$ cat config.mk
export PLATFORM = sky130hd
export DESIGN_NAME = baby_mem_sequencer
export DESIGN_NICKNAME = d
export VERILOG_FILES = /design/src/rtl/baby_mem_sequencer.sv
export SDC_FILE = /design/constraint.sdc
export NUM_CORES = 1
export LEC_CHECK = 0
export CAP_MARGIN = 0
export CORE_MARGIN = 8
export CORE_UTILIZATION = 49
export DETAILED_ROUTE_END_ITERATION = 10
export PLACE_DENSITY = 0.77
export SLEW_MARGIN = 0
export SYNTH_ARGS = -nofsm -noshare
export SYNTH_HDL_FRONTEND = slang
export SYNTH_SLANG_ARGS = --single-unit
$ cat constraint.sdc
create_clock -name clk -period 2.3 [get_ports clk]
set_input_delay 0.69 -clock clk [delete_from_list [all_inputs] [get_ports clk]]
set_output_delay 0.69 -clock clk [all_outputs]
set_load 0.02 [all_outputs]
$ cat src/rtl/baby_mem_sequencer.sv
// Purpose: sequences Baby core read/write word transactions over the 8-bit host pin bus.
// Latency: request to CMD takes 2 cycles; ack 1 cycle after the final write edge, 2 after the final read edge.
// Backpressure: the core holds its request until ack_o; the host paces bytes by strobe edges, and silence aborts to ERR.
module baby_mem_sequencer #(
    parameter int BYTES_PER_WORD = 4,
    parameter int TIMEOUT_CYCLES = 1023
) (
    input  logic       clk,
    input  logic       reset_i,
    input  logic       req_read_i,
    input  logic       req_write_i,
    output logic       ack_o,
    output logic       err_o,
    output logic       busy_o,
    input  logic       host_strobe_i,
    output logic       bus_dir_o,
    output logic [1:0] cmd_o,
    output logic [2:0] byte_phase_o,
    output logic       ptp_a_control_o,
    output logic       ptp_a_reset_o,
    output logic       ptp_b_control_o,
    output logic       ptp_b_reset_o
);

    localparam logic [2:0] S_IDLE = 3'd0;
    localparam logic [2:0] S_LOAD = 3'd1;
    localparam logic [2:0] S_CMD  = 3'd2;
    localparam logic [2:0] S_RD   = 3'd3;
    localparam logic [2:0] S_WR   = 3'd4;
    localparam logic [2:0] S_DONE = 3'd5;
    localparam logic [2:0] S_ERR  = 3'd6;

    localparam logic [1:0] CMD_IDLE = 2'b00;
    localparam logic [1:0] CMD_RD   = 2'b01;
    localparam logic [1:0] CMD_WR   = 2'b10;
    localparam logic [1:0] CMD_ERR  = 2'b11;

    // Byte count just before the final data edge, and the count once the word is complete.
    localparam logic [2:0] LAST_DATA = 3'(BYTES_PER_WORD - 1);
    localparam logic [2:0] WORD_FULL = 3'(BYTES_PER_WORD);

    // The counter only needs to reach TIMEOUT_CYCLES-1; a match there means this cycle is the last idle one.
    localparam int         TW       = (TIMEOUT_CYCLES > 1) ? $clog2(TIMEOUT_CYCLES) : 1;
    localparam logic [TW-1:0] TMO_LAST = TW'((TIMEOUT_CYCLES == 0) ? 0 : TIMEOUT_CYCLES - 1);

    logic [2:0]    state;
    logic          op_wr;
    logic          strobe_q;
    logic          rst_q;
    logic [2:0]    cnt;
    logic [TW-1:0] tmo_cnt;
    logic          strobe_edge;
    logic          tmo_hit;

    // Strobe rising edge and timeout expiry; an edge in the expiry cycle wins.
    always_comb begin
        strobe_edge = host_strobe_i & ~strobe_q;
        tmo_hit     = (TIMEOUT_CYCLES != 0) && !strobe_edge && (tmo_cnt == TMO_LAST);
    end

    // Transaction FSM; every output is a register updated with the state.
    always_ff @(posedge clk) begin
        if (reset_i) begin
            state           <= S_IDLE;
            op_wr           <= 1'b0;
            strobe_q        <= 1'b1;   // a strobe already high at reset must not look like an edge
            rst_q           <= 1'b1;
            cnt             <= 3'd0;
            tmo_cnt         <= '0;
            ack_o           <= 1'b0;
            err_o           <= 1'b0;
            busy_o          <= 1'b0;
            bus_dir_o       <= 1'b0;
            cmd_o           <= CMD_IDLE;
            byte_phase_o    <= 3'd0;
            ptp_a_control_o <= 1'b0;
            ptp_b_control_o <= 1'b0;
            ptp_a_reset_o   <= 1'b1;
            ptp_b_reset_o   <= 1'b1;
        end else begin
            strobe_q        <= host_strobe_i;
            rst_q           <= 1'b0;
            ack_o           <= 1'b0;
            ptp_a_control_o <= 1'b0;
            ptp_b_control_o <= 1'b0;
            // Keep the converters cleared for one more cycle after reset drops.
            ptp_a_reset_o   <= rst_q;
            ptp_b_reset_o   <= rst_q;

            case (state)
                S_IDLE: begin
                    busy_o       <= 1'b0;
                    bus_dir_o    <= 1'b0;
                    cmd_o        <= CMD_IDLE;
                    byte_phase_o <= 3'd0;
                    cnt          <= 3'd0;
                    tmo_cnt      <= '0;
                    if (req_read_i || req_write_i) begin
                        // Read wins when both are raised together.
                        op_wr         <= ~req_read_i;
                        state         <= S_LOAD;
                        err_o         <= 1'b0;
                        busy_o        <= 1'b1;
                        cmd_o         <= req_read_i ? CMD_RD : CMD_WR;
                        ptp_a_reset_o <= 1'b1;
                        ptp_b_reset_o <= 1'b1;
                    end
                end

                S_LOAD: begin
                    state        <= S_CMD;
                    bus_dir_o    <= 1'b1;
                    byte_phase_o <= 3'd0;
                    cnt          <= 3'd0;
                    tmo_cnt      <= '0;
                end

                S_CMD: begin
                    if (strobe_edge) begin
                        tmo_cnt <= '0;
                        if (op_wr) begin
                            // Address byte is out; serialiser moves on to data byte 1.
                            state           <= S_WR;
                            ptp_b_control_o <= 1'b1;
                            byte_phase_o    <= 3'd1;
                        end else begin
                            // Address byte is out; turn the bus round for the host.
                            state     <= S_RD;
                            bus_dir_o <= 1'b0;
                        end
                    end else if (tmo_hit) begin
                        state     <= S_ERR;
                        ack_o     <= 1'b1;
                        err_o     <= 1'b1;
                        cmd_o     <= CMD_ERR;
                        bus_dir_o <= 1'b0;
                    end else begin
                        tmo_cnt <= tmo_cnt + 1'b1;
                    end
                end

                S_RD: begin
                    if (cnt == WORD_FULL) begin
                        // The final assembler pulse went out last cycle.
                        state     <= S_DONE;
                        ack_o     <= 1'b1;
                        bus_dir_o <= 1'b0;
                    end else if (strobe_edge) begin
                        tmo_cnt         <= '0;
                        cnt             <= cnt + 3'd1;
                        byte_phase_o    <= cnt + 3'd1;
                        ptp_a_control_o <= 1'b1;
                    end else if (tmo_hit) begin
                        state     <= S_ERR;
                        ack_o     <= 1'b1;
                        err_o     <= 1'b1;
                        cmd_o     <= CMD_ERR;
                        bus_dir_o <= 1'b0;
                    end else begin
                        tmo_cnt <= tmo_cnt + 1'b1;
                    end
                end

                S_WR: begin
                    if (strobe_edge) begin
                        tmo_cnt <= '0;
                        cnt     <= cnt + 3'd1;
                        if (cnt == LAST_DATA) begin
                            // Last data byte taken; nothing left to serialise.
                            state     <= S_DONE;
                            ack_o     <= 1'b1;
                            bus_dir_o <= 1'b0;
                        end else begin
                            ptp_b_control_o <= 1'b1;
                            byte_phase_o    <= cnt + 3'd2;
                        end
                    end else if (tmo_hit) begin
                        state     <= S_ERR;
                        ack_o     <= 1'b1;
                        err_o     <= 1'b1;
                        cmd_o     <= CMD_ERR;
                        bus_dir_o <= 1'b0;
                    end else begin
                        tmo_cnt <= tmo_cnt + 1'b1;
                    end
                end

                S_DONE, S_ERR: begin
                    state        <= S_IDLE;
                    busy_o       <= 1'b0;
                    bus_dir_o    <= 1'b0;
                    cmd_o        <= CMD_IDLE;
                    byte_phase_o <= 3'd0;
                end

                default: begin
                    state  <= S_IDLE;
                    busy_o <= 1'b0;
                    cmd_o  <= CMD_IDLE;
                end
            endcase
        end
    end

endmodule

==> reports/results.ini, run 1 <==
[worst_setup_path]
worstPathArrival_ps=2380
crit_type=input pin to register
path_cells=clkdlybuf4s50_1, nor3b_1, buf_4, o21ai_0, and2_0, or3_1, a21oi_1
critPathRequiredTime_ps=2580
end_kind=register
cp_num_buf_inv=2
crit_family=simple AND/OR/NAND/NOR gates
crit_fanout=6
start_kind=input pin
cp_slowest_stage_delay_ps=540
cp_slowest_cell=clkdlybuf4s50_1

[global_routing]
grt_max_degree=22
grt_use_total_pct=15.82
grt_pass1_vias=1559
grt_pass1_wl_um=6975
antenna_found_initial=0
grt_remaining_overflow=0

[route]
wirelength_um=4221
avgRoutedWirePerCell_um=14.51
routed_via_density=5.955
drc=0
drt_iter0_drc=132
firstDrtPassIters=5
num_vias=1733
final_antenna_net_count=0

[synth]
synth_cell_types=54
synth_edf_count=0
netlist.area_leader.share_pct=35.61
synth_cells=219
syn_avg_cell_area_um2=7.959
synthArstFlopShare_pct=0
synth_seq_cells=31
synth_ff_type=dfxtp_1
synth_area_um2=1743
synth_seq_area_share_pct=35.61
ys_warn_count=0
synth_area_leaders=dfxtp_1 36%, a21oi_1 5.7%, nand2_1 5.4%, ha_1 3.6%, nor2_1 3.2%
synth_nets=229
yosys.area.top_type=dfxtp_1

[floorplanning]
dieArea_um2=5721
ios=18
core_area_um2=3390
die_w_um=75.64
die_y_um=75.64
start_util_pct=51.42
rows=21

[placement]
dpl.hpwl_um=3002
gp_congestion=0.8877
placed_cell_area_um2=2039
port_buffers=17

[outcome]
status=finished clean

[finish]
drive_gt1_share_pct=11.02
fin_util_pct=62.20
final_cell_area_um2=2108
nets=254
area_delta_synth_final_pct=20.96
diodes=0

[clocking]
clk_latency_ps=350
cts_root_buf=clkbuf_4
numCtsBuffers=5
hold_buffers=0
cts_max_path_buffers=2
clkTransAtPathRegs_ps=90
clkSinkCount=31
h-tree-depth=2
cts_resized=0
post_cts_buffers=0
cts_tree=yes

[power_and_ir_drop]
combPwrFrac_pct=25.2
power_frac_clock_pct=28.3
p_sw_mw=0.4127
p_int_mw=0.8938
seq_power_share_pct=46.5
irDropWorstVdd_mv=0.3549
switching_share_pct=31.59
power.leakage_nw=0.7973
power.density_nw_per_um2=619.7

[sta]
worst_pin_slew_ps=502.9
finalClockSkew_ps=9.027
fmax_mhz=476.7
relSlewSlack_pct=66.43
finalCritPeriodShare_pct=91.20
fin_crit_ps=2098
setup_viol=0
slew_violations=0
rsz0062_at_grt=no
finalHoldViolCount=0

[run]
drv_cap=0

[worst_hold_path]
min_path_type=register to register

## cell usage after synthesis, drive strengths merged (2+ instances only)
cell type / n
ha: 5
dfxtp: 31
a211oi: 6
o311a: 2
or4: 5
a32o: 2
nand4: 2
nand2: 26
and2: 4
nor2: 15
or3: 3
nand2b: 3
o32ai: 2
nor3b: 3
a31oi: 3
o21bai: 3
inv: 10
a21oi: 20
o31ai: 4
nor2b: 2
nand3: 7
buf: 5
a22oi: 2
o211ai: 5
a311oi: 2
xnor2: 2
o22ai: 5
clkbuf: 8
nor3: 4
and4: 2
o21ai: 10
or2: 3
## flip-flops by register name (all words and copies together) (netlist names)
signal           flops
rst_q                1
cnt                  3
bus_dir_o            1
strobe_q             1
op_wr                1
ptp_b_control_o      1
cmd_o                2
ptp_b_reset_o        1
tmo_cnt             10
busy_o               1
state                3
ack_o                1
ptp_a_control_o      1
err_o                1
byte_phase_o         3
## power groups by stage
stage	clock network (mW)	registers, mW	logic (mW)
floorplan	0	0.620	0.210
global placement	0	0.618	0.322
detailed placement	0	0.618	0.324
CTS	0.370	0.605	0.327
global route	0.393	0.612	0.363
finish	0.370	0.607	0.329
## through the flow
stage	hold slack (ps)	instances	power [mW]	setup WS [ps]	TNS (ps)
floorplan	390.2	219	0.8309	477.4	0
global placement	409.0	283	0.9397	-109.9	-763.9
detailed placement	419.9	283	0.9420	-151.0	-1106
CTS	441.1	291	1.303	193.4	0
global route	445.5	291	1.368	82.73	0
finish	430.2	291	1.307	202.4	0
## routing by layer
layer | GRT usage (%) | up-vias | wire length (um)
li1 | - | 868 | -
met1 | 20.93 | 787 | 1972
met2 | 23.78 | 68 | 1809
met3 | 3.816 | 10 | 362
met4 | 6.823 | 0 | 76
met5 | 0 | - | 0
## layout by cell type, fill, tap and decap left out, types with 4 or more instances in the layout
cell type and instances:
nand2_1 25, buf_4 12, a21oi_1 20, nor3_1 4
inv_1 10, o31ai_1 4, dfxtp_1 31, nor2_1 15
clkbuf_4 5, ha_1 5, o211ai_1 5, or4_1 5
a211oi_1 6, nand3_1 7, o21ai_0 9, clkdlybuf4s50_1 17
o22ai_1 5
## final timing paths
| kind | from | cells past startpoint | slack [ps] | to |
|---|---|---|---|---|
| min reg2reg | rst_q$_DFF_P_ | 1 | 430 | ptp_b_reset_o$_SDFF_PP1_ |
| max | host_strobe_i | 7 | 200 | byte_phase_o[0]$_SDFFE_PP0P_ |
| min | rst_q$_DFF_P_ | 1 | 430 | ptp_b_reset_o$_SDFF_PP1_ |
| max reg2reg | cnt[0]$_SDFFE_PP0P_ | 7 | 290 | tmo_cnt[5]$_SDFFE_PP0P_ |
## layout make-up
type	count	area, um^2
fillers	296	1281
repair buffers	31	300.3
well taps	46	57.56
inverters	11	41.29
flip-flops and latches	31	620.6
clock buffers	8	68.82
multi-input cells	164	1020
## cells by family (layout without fill, tap and decap cells)
family,after synthesis,in the layout,share of synthesized area (%)
adder cells (fa/ha/maj),5,5,3.589
AO/OA/AOI/OAI,73,73,28.36
buffers and inverters,24,50,5.886
multiplexers,1,1,0.5743
XOR/XNOR,2,2,1.005
AND/OR/NAND/NOR,83,83,24.98
flip-flops,31,31,35.61
(Power assumes the default switching activity.)
==> inputs of run 2 (changes only) <==
- CORE_ASPECT_RATIO: unset -> 0.75
- SKIP_CTS_REPAIR_TIMING: unset -> 1
==> run 2 against run 1 <==
Against the previous run: maximum frequency fell by 4.2%; die area rose by 0.34%; power rose by 9.7%; sequential share of layout area fell by 1.3 points; via count rose by 5.7%; sequential cell count did not move.
==> reports/results.ini, run 2 (synthesis gave the netlist of run 1 again) <==
[clocking]
clkSinkCount=31
cts_tree=yes
h-tree-depth=2
clk_latency_ps=290
numCtsBuffers=5
cts_root_buf=clkbuf_8
clkTransAtPathRegs_ps=60
cts_max_path_buffers=2

[route]
avgRoutedWirePerCell_um=15.67
highest_layer=met4
final_antenna_net_count=0
routed_via_density=6.186
wl_met3_um=395
drc=0
firstDrtPassIters=4
drt_iter0_drc=92
wirelength_um=4637
wl_met2_um=1803
wl_met1_um=2354
num_vias=1831

[worst_setup_path]
critPathRequiredTime_ps=2530
worstPathArrival_ps=2420
crit_type=input pin to register
start_kind=input pin
timing.rr.start=cnt[0]$_SDFFE_PP0P_
end_kind=register
startpoint=host_strobe_i
crit_fanout=4

[finish]
diodes=0
final_cell_mix=31 x dfxtp_1, 25 x nand2_1, 24 x buf_4, 20 x a21oi_1, 17 x clkdlybuf4s50_1
drive_gt1_share_pct=14.84
largest_reg_flops=10
mostFrequentLayoutCell=dfxtp_1
register_area_um2=620.6
nets=265
multiInputGateArea_um2=1020
fillers=294
area_delta_synth_final_pct=26.35
top_register=tmo_cnt
fin_util_pct=65.62

[power_and_ir_drop]
power.density_nw_per_um2=650.7
combPwrFrac_pct=24.6
p_int_mw=1.001
power.leakage_nw=0.8634
seq_power_share_pct=42.2
p_sw_mw=0.4322
power_frac_clock_pct=33.1
switching_share_pct=30.16
irDropWorstVdd_mv=0.3947

[sta]
slew_violations=0
worst_hold_slack_ps=473.7
fin_crit_ps=2190
worst_pin_slew_ps=518.4
finalHoldViolCount=0
finalSetupTns_ps=0
finalCritPeriodShare_pct=95.23
rsz0062_at_grt=no
setup_viol=0
finalClockSkew_ps=4.538
fmax_mhz=456.6
relSlewSlack_pct=65.39

[floorplanning]
rows=18
ios=18
start_util_pct=51.94
dieArea_um2=5741
die_y_um=67.65
die_w_um=84.87
core_area_um2=3356

[global_routing]
grt_pass1_vias=1644
grt_remaining_overflow=0
grt_pass1_wl_um=7617
grt_use_total_pct=16.89
antenna_found_initial=0
grt_max_degree=22

[outcome]
status=finished clean

[placement]
port_buffers=17
dpl.hpwl_um=3512
gp_congestion=0.9197

[worst_hold_path]
min-delay-start=rst_q$_DFF_P_
min_path_type=register to register

[run]
drv_cap=0

[run 2: cell count changes in the layout (fill, tap and decap cells not counted), sizes merged]
cell  before  now
buf       14   25
[run 2: area by class of cell]
class	instances	share of cell area (%)
repair buffers	42	16.82
well taps	40	2.273
inverters	11	1.875
flip-flops and latches	31	28.18
clock buffers	8	4.545
multi-input cells	164	46.31
[run 2: through the flow]
step           area (um^2)  power [mW]  std cells  worst slack (ps)
2_1_floorplan         1743      0.8309        219             477.4
3_3_place_gp          2102      0.9605        288            -101.3
3_5_place_dp          2102      0.9629        288            -169.0
4_1_cts               2202       1.435        296             117.4
5_1_grt               2202       1.503        296             33.28
6_report              2202       1.433        296             109.8
[run 2: final timing paths]
path	endpoint	slack [ps]	cells after the start
max reg2reg	byte_phase_o[0]$_SDFFE_PP0P_	360	7
min reg2reg	ptp_b_reset_o$_SDFF_PP1_	470	1
max	byte_phase_o[0]$_SDFFE_PP0P_	110	7
min	ptp_b_reset_o$_SDFF_PP1_	470	1
[run 2: per-layer routing]
| metal | GRT usage, % | vias to the layer above |
|---|---|---|
| met3 | 6.061 | 9 |
| li1 | - | 891 |
| met1 | 22.33 | 848 |
| met5 | 0 | - |
| met2 | 23.58 | 83 |
| met4 | 8.830 | 0 |
[run 2: power groups by stage]
| stage | Combinational (mW) | Clock (mW) | Sequential, mW |
|---|---|---|---|
| 3_5_place_dp | 0.348 | 0 | 0.615 |
| 3_3_place_gp | 0.346 | 0 | 0.615 |
| 4_1_cts | 0.350 | 0.481 | 0.604 |
| 6_report | 0.353 | 0.475 | 0.605 |
| 2_1_floorplan | 0.210 | 0 | 0.620 |
| 5_1_grt | 0.384 | 0.511 | 0.608 |
[run 2: critical path, stage by stage]
cell and delay (ps):
clkdlybuf4s50_1 520, buf_4 130, nor3b_1 280, o21ai_0 110, and2_0 210, or3_1 370
a21oi_1 120
==> variant: new RTL, config.mk and constraints of run 1 <==
Make the reset (`reset_i`) asynchronous in one clocked block.
--- a/src/rtl/baby_mem_sequencer.sv
+++ b/src/rtl/baby_mem_sequencer.sv
@@ -61,3 +61,3 @@
     // Transaction FSM; every output is a register updated with the state.
-    always_ff @(posedge clk) begin
+    always_ff @(posedge clk or posedge reset_i) begin
         if (reset_i) begin
Behaviour: differs if reset_i is asserted again (counterexample within 4 cycles, from zero or initial values and one cycle with reset_i high); with reset_i held inactive, the same outputs for 10 cycles.
==> variant against run 1 <==
  * Critical path depth up 1
  * Synthesized area up 3.1%
  * Setup slack worse by 0.030 ns
  * Worst hold slack better by 0.064 ns
  * Wire length down 8.1%
  * Sequential cell count unchanged
  * Final cell count down 4.5%
  * Clock skew up 0.0016 ns
  * Via count down 9.6%
  * Cell area up 6.6%
Power is not compared: it rests on default switching activity, and its combinational part moved more than twofold at a synthesized area within 25%.
==> variant: results (changes against run 1) <==
metric,value,unit,change
status,"complete, no violations",,
cp_max_fo,7,,+1
multi_input_area,956,sq um,-6.3%
rows,22,,+4.8%
inv_count,6,,-5
preCtsSetupSlack,-0.138,ns,+0.0134 ns
fin_crit,2.13,ns,+0.0304 ns
yosysSeqAreaShare,43.4,%,+7.8 points
root_buffer,clkbuf_8,,
wl,3.88,mm,-8.1%
critPathCapture,tmo_cnt[9],,
drive_gt1_share,18.7,%,+7.7 points
comb.multi_input.count,149,,-9.1%
drt_pass1_iterations,4,,-1
dp_cells,270,,-4.6%
pg_comb,1.04,mW,
crit_family,buffers and inverters,,
layout.cells.non_filler,278,,-4.5%
buffers,36,,+16%
dp_hpwl,2.83,mm,-5.6%
synthTopCellsByArea,"dfrtp_1 (39%), dfstp_2 (4.4%), a21oi_1 (3.9%)",,
nFillCells,306,,+3.4%
buf_share,13.9,%,-0.33 points
finClkSkew,0.0106,ns,+0.00160 ns
layout-area-overhead-vs-synth,25.1,%,
layout.nets,239,,-5.9%
syn_nets,205,,-10%
reg2reg_from,state[0],,
seqCellArea,779,sq um,+26%
final-clk-cell-share,5.23,%,+2.0 points
r2r_end,byte_phase_o[0],,
dpl_cell_area,0.00212,sq mm,+4.2%
routabilityCongestion,0.939,,+5.8%
async_flop_share,100,%,+100 points
synth_cell_types,48,,-11%
r2r_setup_slack,0.33,ns,+0.04 ns
r2r.worst_path.cells,5,,-2
insertion_delay,0.29,ns,-0.06 ns
tightest_slew,0.515,ns,+0.0126 ns
vias,1567,,-9.6%
cpPeakStageDelay,0.47,ns,-0.07 ns
syn_inst,195,,-11%
synth_common_cells,"dfrtp_1 (28), nor2_1 (18), a21oi_1 (14), nand2_1 (14)",,
grt_pass1_wl,6.99,mm,+0.20%
grt_max_degree,32,,+45%
path_clk_slew,0.06,ns,-0.03 ns
## variant: logic make-up (layout without fill, tap and decap cells)
logic type,count (synthesis),count (layout),share of synthesized area (%)
flops,31,31,43.4
mux,7,7,4.25
other cells,1,1,0.209
simple gates,71,71,21.0
compound gates,64,64,23.4
xor+xnor,1,1,0.488
buf+inv,15,50,3.76
fa+ha+maj,5,5,3.48
## variant: worst min path at each step
stage                 endpoint  slack, ns  cells after the start
2_1_floorplan       tmo_cnt[9]       0.45                      1
3_3_place_gp        tmo_cnt[9]       0.48                      1
3_5_place_dp   byte_phase_o[2]       0.48                      1
4_1_cts             tmo_cnt[9]       0.50                      1
5_1_grt             tmo_cnt[9]       0.52                      1
6_report            tmo_cnt[9]       0.49                      1
## variant: per-layer routing
layer	vias to the layer above	wire length (um)	global-route usage, %	part of all wire [%]
met5	-	0	0	0
met4	0	53	5.19	1.4
met3	7	332	5.31	8.6
met2	56	1740	21.8	45
met1	727	1750	18.3	45
li1	777	-	-	-
